==> src/rtl/dram_arb_pkg.sv <==
// Shared types and default widths for the DRAM arbiter.
package dram_arb_pkg;

   // Default widths match the 16-bit single-port main-memory DRAM.
   localparam int ADDR_W_DEF = 16;
   localparam int DATA_W_DEF = 16;

   typedef enum logic [1:0] {
      IDLE    = 2'd0,
      ISSUE   = 2'd1,
      CAPTURE = 2'd2,
      ACK     = 2'd3
   } state_t;

endpackage

==> src/rtl/rr_arbiter.sv <==
// Combinational round-robin selector.
// The search begins at the core after the last winner, so the last
// winner always has the lowest priority.
module rr_arbiter
   import dram_arb_pkg::*;
#(
   parameter int NUM_CORES = 4,
   parameter int IDX_W     = $clog2(NUM_CORES)
) (
   input  logic [NUM_CORES-1:0] i_req,
   input  logic [IDX_W-1:0]     i_last,
   output logic [IDX_W-1:0]     o_winner,
   output logic                 o_any_req
);

   logic [NUM_CORES-1:0] w_rot;
   logic [IDX_W-1:0]     w_idx;
   logic [IDX_W-1:0]     w_enc;

   // Rotate requests so bit 0 is the core after the last winner,
   // priority-encode the lowest set bit, then undo the rotation.
   always_comb begin
      w_rot     = '0;
      w_idx     = '0;
      w_enc     = '0;
      o_winner  = '0;
      o_any_req = |i_req;
      for (int i = 0; i < NUM_CORES; i++) begin
         w_idx    = IDX_W'((int'(i_last) + 1 + i) % NUM_CORES);
         w_rot[i] = i_req[w_idx];
      end
      for (int i = NUM_CORES - 1; i >= 0; i--) begin
         if (w_rot[i]) begin
            w_enc = IDX_W'(i);
         end
      end
      o_winner = IDX_W'((int'(i_last) + 1 + int'(w_enc)) % NUM_CORES);
   end

endmodule

==> src/rtl/dram_arbiter.sv <==
// Round-robin arbiter serializing single-word core requests onto a
// single-port DRAM with a one-cycle registered read output.
module dram_arbiter
   import dram_arb_pkg::*;
#(
   parameter  int NUM_CORES = 4,
   parameter  int ADDR_W    = ADDR_W_DEF,
   parameter  int DATA_W    = DATA_W_DEF,
   localparam int IDX_W     = $clog2(NUM_CORES)
) (
   input  logic                        clk,
   input  logic                        rst,
   input  logic [NUM_CORES-1:0]        core_req,
   input  logic [NUM_CORES-1:0]        core_we,
   input  logic [NUM_CORES*ADDR_W-1:0] core_addr,
   input  logic [NUM_CORES*DATA_W-1:0] core_wdata,
   output logic [NUM_CORES-1:0]        core_ack,
   output logic [DATA_W-1:0]           core_rdata,
   output logic [IDX_W-1:0]            grant_id,
   output logic                        busy,
   output logic                        mem_we,
   output logic [ADDR_W-1:0]           mem_addr,
   output logic [DATA_W-1:0]           mem_wdata,
   input  logic [DATA_W-1:0]           mem_rdata
);

   state_t             r_state;
   state_t             w_state_nxt;
   logic [IDX_W-1:0]   r_last;
   logic [IDX_W-1:0]   r_grant;
   logic               r_mem_we;
   logic [ADDR_W-1:0]  r_mem_addr;
   logic [DATA_W-1:0]  r_mem_wdata;
   logic [DATA_W-1:0]  r_rdata;

   logic [IDX_W-1:0]   w_winner;
   logic               w_any_req;
   logic [ADDR_W-1:0]  w_addr_arr  [NUM_CORES];
   logic [DATA_W-1:0]  w_wdata_arr [NUM_CORES];

   for (genvar g = 0; g < NUM_CORES; g++) begin : g_unpack
      assign w_addr_arr[g]  = core_addr[g*ADDR_W +: ADDR_W];
      assign w_wdata_arr[g] = core_wdata[g*DATA_W +: DATA_W];
   end

   rr_arbiter #(
      .NUM_CORES (NUM_CORES),
      .IDX_W     (IDX_W)
   ) u_rr (
      .i_req     (core_req),
      .i_last    (r_last),
      .o_winner  (w_winner),
      .o_any_req (w_any_req)
   );

   // State register.
   always_ff @(posedge clk) begin
      if (rst) begin
         r_state <= IDLE;
      end else begin
         r_state <= w_state_nxt;
      end
   end

   // Next state and per-state outputs; a write skips CAPTURE since the
   // DRAM has already committed by the end of ISSUE.
   always_comb begin
      w_state_nxt = r_state;
      core_ack    = '0;
      busy        = (r_state != IDLE);
      unique case (r_state)
         IDLE:    if (w_any_req) w_state_nxt = ISSUE;
         ISSUE:   w_state_nxt = r_mem_we ? ACK : CAPTURE;
         CAPTURE: w_state_nxt = ACK;
         ACK: begin
            core_ack[r_grant] = 1'b1;
            w_state_nxt       = IDLE;
         end
         default: w_state_nxt = IDLE;
      endcase
   end

   // Grant latch, DRAM port registers and read-data capture. mem_addr and
   // mem_wdata hold after ISSUE; only mem_we is dropped.
   always_ff @(posedge clk) begin
      if (rst) begin
         r_last      <= IDX_W'(NUM_CORES - 1);
         r_grant     <= '0;
         r_mem_we    <= 1'b0;
         r_mem_addr  <= '0;
         r_mem_wdata <= '0;
         r_rdata     <= '0;
      end else begin
         unique case (r_state)
            IDLE: begin
               if (w_any_req) begin
                  r_grant     <= w_winner;
                  r_last      <= w_winner;
                  r_mem_we    <= core_we[w_winner];
                  r_mem_addr  <= w_addr_arr[w_winner];
                  r_mem_wdata <= w_wdata_arr[w_winner];
               end
            end
            ISSUE:   r_mem_we <= 1'b0;
            CAPTURE: r_rdata  <= mem_rdata;
            default: ;
         endcase
      end
   end

   assign grant_id   = r_grant;
   assign mem_we     = r_mem_we;
   assign mem_addr   = r_mem_addr;
   assign mem_wdata  = r_mem_wdata;
   assign core_rdata = r_rdata;

endmodule

==> config.mk <==
export PLATFORM = sky130hd
export DESIGN_NAME = dram_arbiter
export DESIGN_NICKNAME = d
export VERILOG_FILES = /design/src/rtl/dram_arb_pkg.sv /design/src/rtl/rr_arbiter.sv /design/src/rtl/dram_arbiter.sv
export SDC_FILE = /design/constraint.sdc
export NUM_CORES = 1
export LEC_CHECK = 0
export CAP_MARGIN = 20
export CORE_ASPECT_RATIO = 0.9
export CORE_UTILIZATION = 35
export DETAILED_ROUTE_END_ITERATION = 8
export PLACE_DENSITY = 0.86
export REMOVE_ABC_BUFFERS = 1
export SLEW_MARGIN = 30
export SYNTH_ARGS = -nofsm -noshare
export SYNTH_HDL_FRONTEND = slang
export SYNTH_SLANG_ARGS = --single-unit
==> constraint.sdc <==
create_clock -name clk -period 4.6 [get_ports clk]
set_clock_uncertainty 0.15 [all_clocks]
set_input_delay 1.38 -clock clk [delete_from_list [all_inputs] [get_ports clk]]
set_output_delay 1.38 -clock clk [all_outputs]
set_load 0.02 [all_outputs]
Yosys cells after proc, flatten, opt, wreduce, memory -nomap -nowiden
Index checks and enable logic that the tools add are counted.

storage, ports and cells
  output and inout bits = 56
  bits in registers = 55

cells by class
  $add $sub $neg = 5
  muxes and demuxes = 28
  bitwise operators = 1
  reduce and logical (&&, ||, !) cells = 7
  magnitude comparators = 8
  equality and inequality tests = 4

operators by type and width
  kind                   number
  $bmux W16 S2           2
  $mux W16               4
  $lt A2 B3 Y1 const B   6
  $bmux W1 S2            5
  $mux W2                5
  $mux W1                8
  $pmux W2 S4            1
  $add A2 B1 Y2 const B  2
  $add A2 B2 Y2 const B  2
  $eq A2 B2 Y1 const B   2
  $mux W4                1
  $reduce_and A2 Y1      2
  $reduce_bool A2 Y1     2
  $reduce_or A4 Y1       1
  $ge A3 B3 Y1 const B   1
  $not A2 Y3             1
  $add A2 B2 Y2          1
  $demux W1 S2           1
  $eq A2 B1 Y1 const B   1
  $ge A2 B1 Y1 const B   1
  $logic_not A2 Y1       1
  $ne A2 B1 Y1 const B   1
  $pmux W1 S2            1
  $logic_and A1 B1 Y1    1

Depth between registers and ports, before layout
  word-level depth = 13
  mapped depth = 12
  depth with buffers taken out = 11

Cells and area by module
Synthesis repeated with hierarchy kept, for this count alone.

second synthesis, totals
  cell total of the unflattened synthesis = 236
  area total of the unflattened synthesis = 2910.3 µm²

by module, submodules not included
  module        area each (µm²)  times used  cells each
  dram_arbiter  2710.1           1           210
  rr_arbiter    200.2            1           26

Least setup slack after synthesis
No wires, ideal clock.

  path kind = in2reg
  from = input core_req[1]
  to = register r_mem_addr[10], in the netlist mem_addr[10]
  arrival = 3.756 ns
  library setup time = 0.117 ns
  required time = 4.333 ns
  path slack = 0.577 ns
  stages on the path = 10
  path through = buf_2 -> or4_1 -> o2111ai_1 -> ha_1 -> xnor2_1 -> xnor2_2 -> xnor2_4 -> buf_6 -> mux4_2 -> a22o_1

on the way
  cells in the longest elaborated chain, start to end = 11
  elaborated cells between the ends (all ways) = 19
  those cells by class = add/sub (1); mux (15); bitwise (1); reduce/logical (2)

RTL lines
  element                                       RTL line             RTL
  start: declaration                            dram_arbiter.sv:13   input logic [NUM_CORES-1:0] core_req,
  $bmux W1 S2                                   rr_arbiter.sv:30     w_rot[i] = i_req[w_idx];
  $mux W1 (implied by the code)                 rr_arbiter.sv:30
  $mux W2 (4 in series)                         rr_arbiter.sv:33     if (w_rot[i]) begin
  $add A2 B2 Y2                                 rr_arbiter.sv:37     o_winner = IDX_W'((int'(i_last) + 1 + int'(w_enc)) % NUM_CORES);
  $not A2 Y3 (implied by the code)              dram_arbiter.sv:100  r_mem_addr <= w_addr_arr[w_winner];
  $bmux W16 S2                                  dram_arbiter.sv:100
  $mux W16 (implied by the code) (2 in series)  dram_arbiter.sv:100
  end signal: assignment                        dram_arbiter.sv:100
  end: declaration                              dram_arbiter.sv:32   logic [ADDR_W-1:0] r_mem_addr;

Several ways; a longest one is shown, not always the timed one. The select of a mux whose other input is x is not followed.
A chain may end at the register's enable or synchronous reset.

Worst setup path after layout
  from = input core_req[3]
  to = register r_mem_wdata[4], in the netlist mem_wdata[4]

on the way
  cells in the longest elaborated chain, start to end = 11
  elaborated cells between the ends (all ways) = 19
  those cells by class = add/sub (1); mux (15); bitwise (1); reduce/logical (2)

RTL lines
  element                                       RTL line             RTL
  $bmux W1 S2                                   rr_arbiter.sv:30
  $mux W1 (implied by the code)                 rr_arbiter.sv:30
  $mux W2 (4 in series)                         rr_arbiter.sv:33
  $add A2 B2 Y2                                 rr_arbiter.sv:37
  $not A2 Y3 (implied by the code)              dram_arbiter.sv:101  r_mem_wdata <= w_wdata_arr[w_winner];
  $bmux W16 S2                                  dram_arbiter.sv:101
  $mux W16 (implied by the code) (2 in series)  dram_arbiter.sv:101
  end signal: assignment                        dram_arbiter.sv:101
  end: declaration                              dram_arbiter.sv:33   logic [DATA_W-1:0] r_mem_wdata;

Several ways; a longest one is shown, not always the timed one. The select of a mux whose other input is x is not followed.

==> summary.txt <==
Floorplan
  • Die footprint: 8688 µm²
  • Die height: 88.53 µm
  • Core Area: 8068 µm²
  • Starting Density: 36.09%
  • # rows: 31
  • Width of the die: 98.14 µm
  • I/O pin total: 210

Worst setup path
  • Req. time, crit path: 4.64 ns
  • Worst path arrival time: 4.28 ns
  • Crit end category: flip-flop
  • R2r startpoint: r_last[0]$_SDFFE_PP1P_
  • R2R depth: 9
  • Reg2reg setup slack: 1.56 ns
  • Crit path max fanout: 20
  • Setup crit start kind: input pin
  • Reg2reg end: mem_wdata[4]$_SDFFE_PP0P_
  • Crit path kind: input pin to flip-flop

Routing
  • DRC: 10
  • Routed Antenna Nets: 0
  • Pre-antenna DRT Iters: 6
  • Wirelength per Cell: 16.52 µm
  • Via Count: 2770
  • Routed WL: 8.921 mm
  • DR iter-0 viols: 50
  • Via-per-instance ratio: 5.130

Global route
  • Global route overflow: 0
  • First-pass GRT wire length: 13.98 mm
  • Largest net degree at the start of global routing: 33
  • Overall track demand over capacity in global routing: 20.83%
  • Initial antenna violation count: 0
  • Number of global-route vias before repair: 2891

Power
  • Comb pwr share: 70.4%
  • Pint: 2.058 mW
  • Switching power: 1.204 mW
  • Max IR drop VDD: 0.0003286 V
  • Pwr dens: 628.7 nW/µm²
  • Clock network fraction of design power: 7.5%
  • Leak: 1.924 nW
  • Sw frac: 36.91%
  • Reg power frac: 22.2%

Logic synthesis
  • Syn_area_per_cell: 12.08 µm²
  • Post-synth top area share: 37.82%
  • Largest area contributor in the netlist: dfxtp_1
  • Area contributors post-synth: dfxtp_1 (38%), mux4_2 (25%), a22o_1 (9.6%), mux2i_1 (6.2%), nor2_1 (3.1%)
  • Cell count after synthesis: 241
  • Synth unique cells: 39
  • Number of synthesized register bits: 55
  • Ys flop type: dfxtp_1
  • Register area share after synthesis: 37.82%
  • Share of flip-flops with an asynchronous set or reset: 0%
  • EDFF count, synth: 0
  • Yosys warns: 0
  • Post-Syn Area: 2912 µm²

Run status
  • Failing checks: design-rule violations
  • Status: complete, but fails checks

Timing
  • Fmax achieved: 235.7 MHz
  • Tcrit/Tclk final: 92.22%
  • # setup viols final: 0
  • Final Critical Period: 4.242 ns
  • RSZ-0062 raised after global routing: no
  • Slew at the pin with the worst max-slew slack: 0.9357 ns
  • Setup TNS: 0 ns
  • Final Hold Fails: 0
  • Worst rel slew slack: 37.62%
  • Hold_ws: 0.3328 ns
  • Max-slew violation count: 0

Worst hold path
  • HP Class: flip-flop to flip-flop
  • Hold Path Origin: mem_wdata[1]$_SDFFE_PP0P_
  • Worst Hold Depth: 1
  • WHS Endpoint: mem_wdata[1]$_SDFFE_PP0P_

Final layout
  • Core Util, Final: 64.31%
  • Fillers: 635
  • Diode count: 0
  • Layout Nets: 602
  • Most common cell after layout, fill and taps aside: clkdlybuf4s50_1
  • Fraction of layout cells with a size suffix above 1: 11.79%
  • Area Overhead vs Synth: 78.21%
  • Most frequent cells in the layout: clkdlybuf4s50_1 (209), dfxtp_1 (55), mux4_2 (32), a22o_1 (32), nor2_1 (23)

CTS
  • Max Root-Sink Buffers: 2
  • Total CTS buffers: 5
  • Setup Buffers After CTS: 0
  • Clk root buf: clkbuf_8
  • CTS Hold Bufs: 0
  • CTS resizes: 0
  • Sink Count: 55
  • CTS tree: built
  • Reg clk slew, reported paths: 0.09 ns
  • H-tree Lvls: 2
  • Later-pin clock latency in the skew report: 0.30 ns

Place
  • Final HPWL DP: 7.225 mm
  • IO Port Bufs: 209
  • Gpl congestion: 0.7741

Run
  • Max Cap Viol: 0
==> state kept, by name, indices dropped and copies added, names as in the netlist <==
| signal | cells |
|---|---|
| r_state | 2 |
| r_last | 2 |
| grant_id | 2 |
| mem_we | 1 |
| mem_addr | 16 |
| core_rdata | 16 |
| mem_wdata | 16 |
==> power by group through the flow <==
stage | combinational [mW] | sequential [mW] | clock (mW)
2_1_floorplan | 1.41 | 0.865 | 0
3_3_place_gp | 2.29 | 0.727 | 0
3_5_place_dp | 2.34 | 0.734 | 0
4_1_cts | 2.34 | 0.723 | 0.255
5_1_grt | 2.49 | 0.744 | 0.277
6_report | 2.30 | 0.723 | 0.243
==> cell usage after synthesis, drive strengths merged (3+ instances only) <==
cell,n
a21oi,5
inv,6
nor2,24
mux4,32
a22o,32
clkbuf,15
mux2i,18
dfxtp,55
nand3,3
nand2,10
buf,7
xnor2,3
ha,6
==> stage by stage <==
stage                     setup WS [ns]  power, mW  cells  instance area [µm²]
after floorplan                 0.05502      2.274    219                 2800
after global placement           0.1606      3.021    534                 5111
after detailed placement        0.05632      3.070    534                 5111
after CTS                        0.3592      3.318    540                 5184
after global routing             0.1905      3.508    540                 5189
final                            0.3581      3.262    540                 5189
==> worst max-delay path, stage by stage <==
cell	delay (ns)
clkdlybuf4s50_1	0.53
or2_1	0.29
o21ai_0	0.18
nand2_1	0.08
o2111ai_1	0.13
ha_1	0.21
xnor2_1	0.10
xnor2_2	0.26
xnor2_4	0.19
buf_12	0.23
mux4_2	0.54
a22o_1	0.19
==> how the worst max path moves through the flow <==
stage                                            end  cells after the start   startpoint  slack [ns]
after floorplan           mem_wdata[11]$_SDFFE_PP0P_                      8  core_req[3]        0.06
after global placement    mem_wdata[11]$_SDFFE_PP0P_                     10  core_req[3]        0.16
after global routing       mem_wdata[4]$_SDFFE_PP0P_                     12  core_req[3]        0.19
after CTS                  mem_wdata[4]$_SDFFE_PP0P_                     10  core_req[3]        0.36
final                      mem_wdata[4]$_SDFFE_PP0P_                     12  core_req[3]        0.36
after detailed placement   mem_wdata[4]$_SDFFE_PP0P_                     10  core_req[3]        0.06
==> cell type report <==
cell class	count	area, µm²	share of cell area [%]
multi-input cells	158	1687	32.51
clock buffers	6	72.57	1.399
repair buffers	216	2182	42.05
inverters	6	22.52	0.4340
well taps	99	123.9	2.387
flip-flops and latches	55	1101	21.22
==> cells by family after synthesis <==
kind of cell    synth area share (%)
flops                          37.82
simple gates                   8.080
mux                            30.94
compound gates                 14.18
buf+inv                        4.598
fa+ha+maj                      2.578
xor+xnor                       1.805
==> layer usage <==
metal	track usage, %	vias up	wire, µm
met5	0	-	0
met4	5.020	0	76
met2	40.20	135	4952
met1	22.26	1302	3182
li1	-	1327	-
met3	6.872	6	710
No activity file was read; power rests on OpenSTA's default activity.
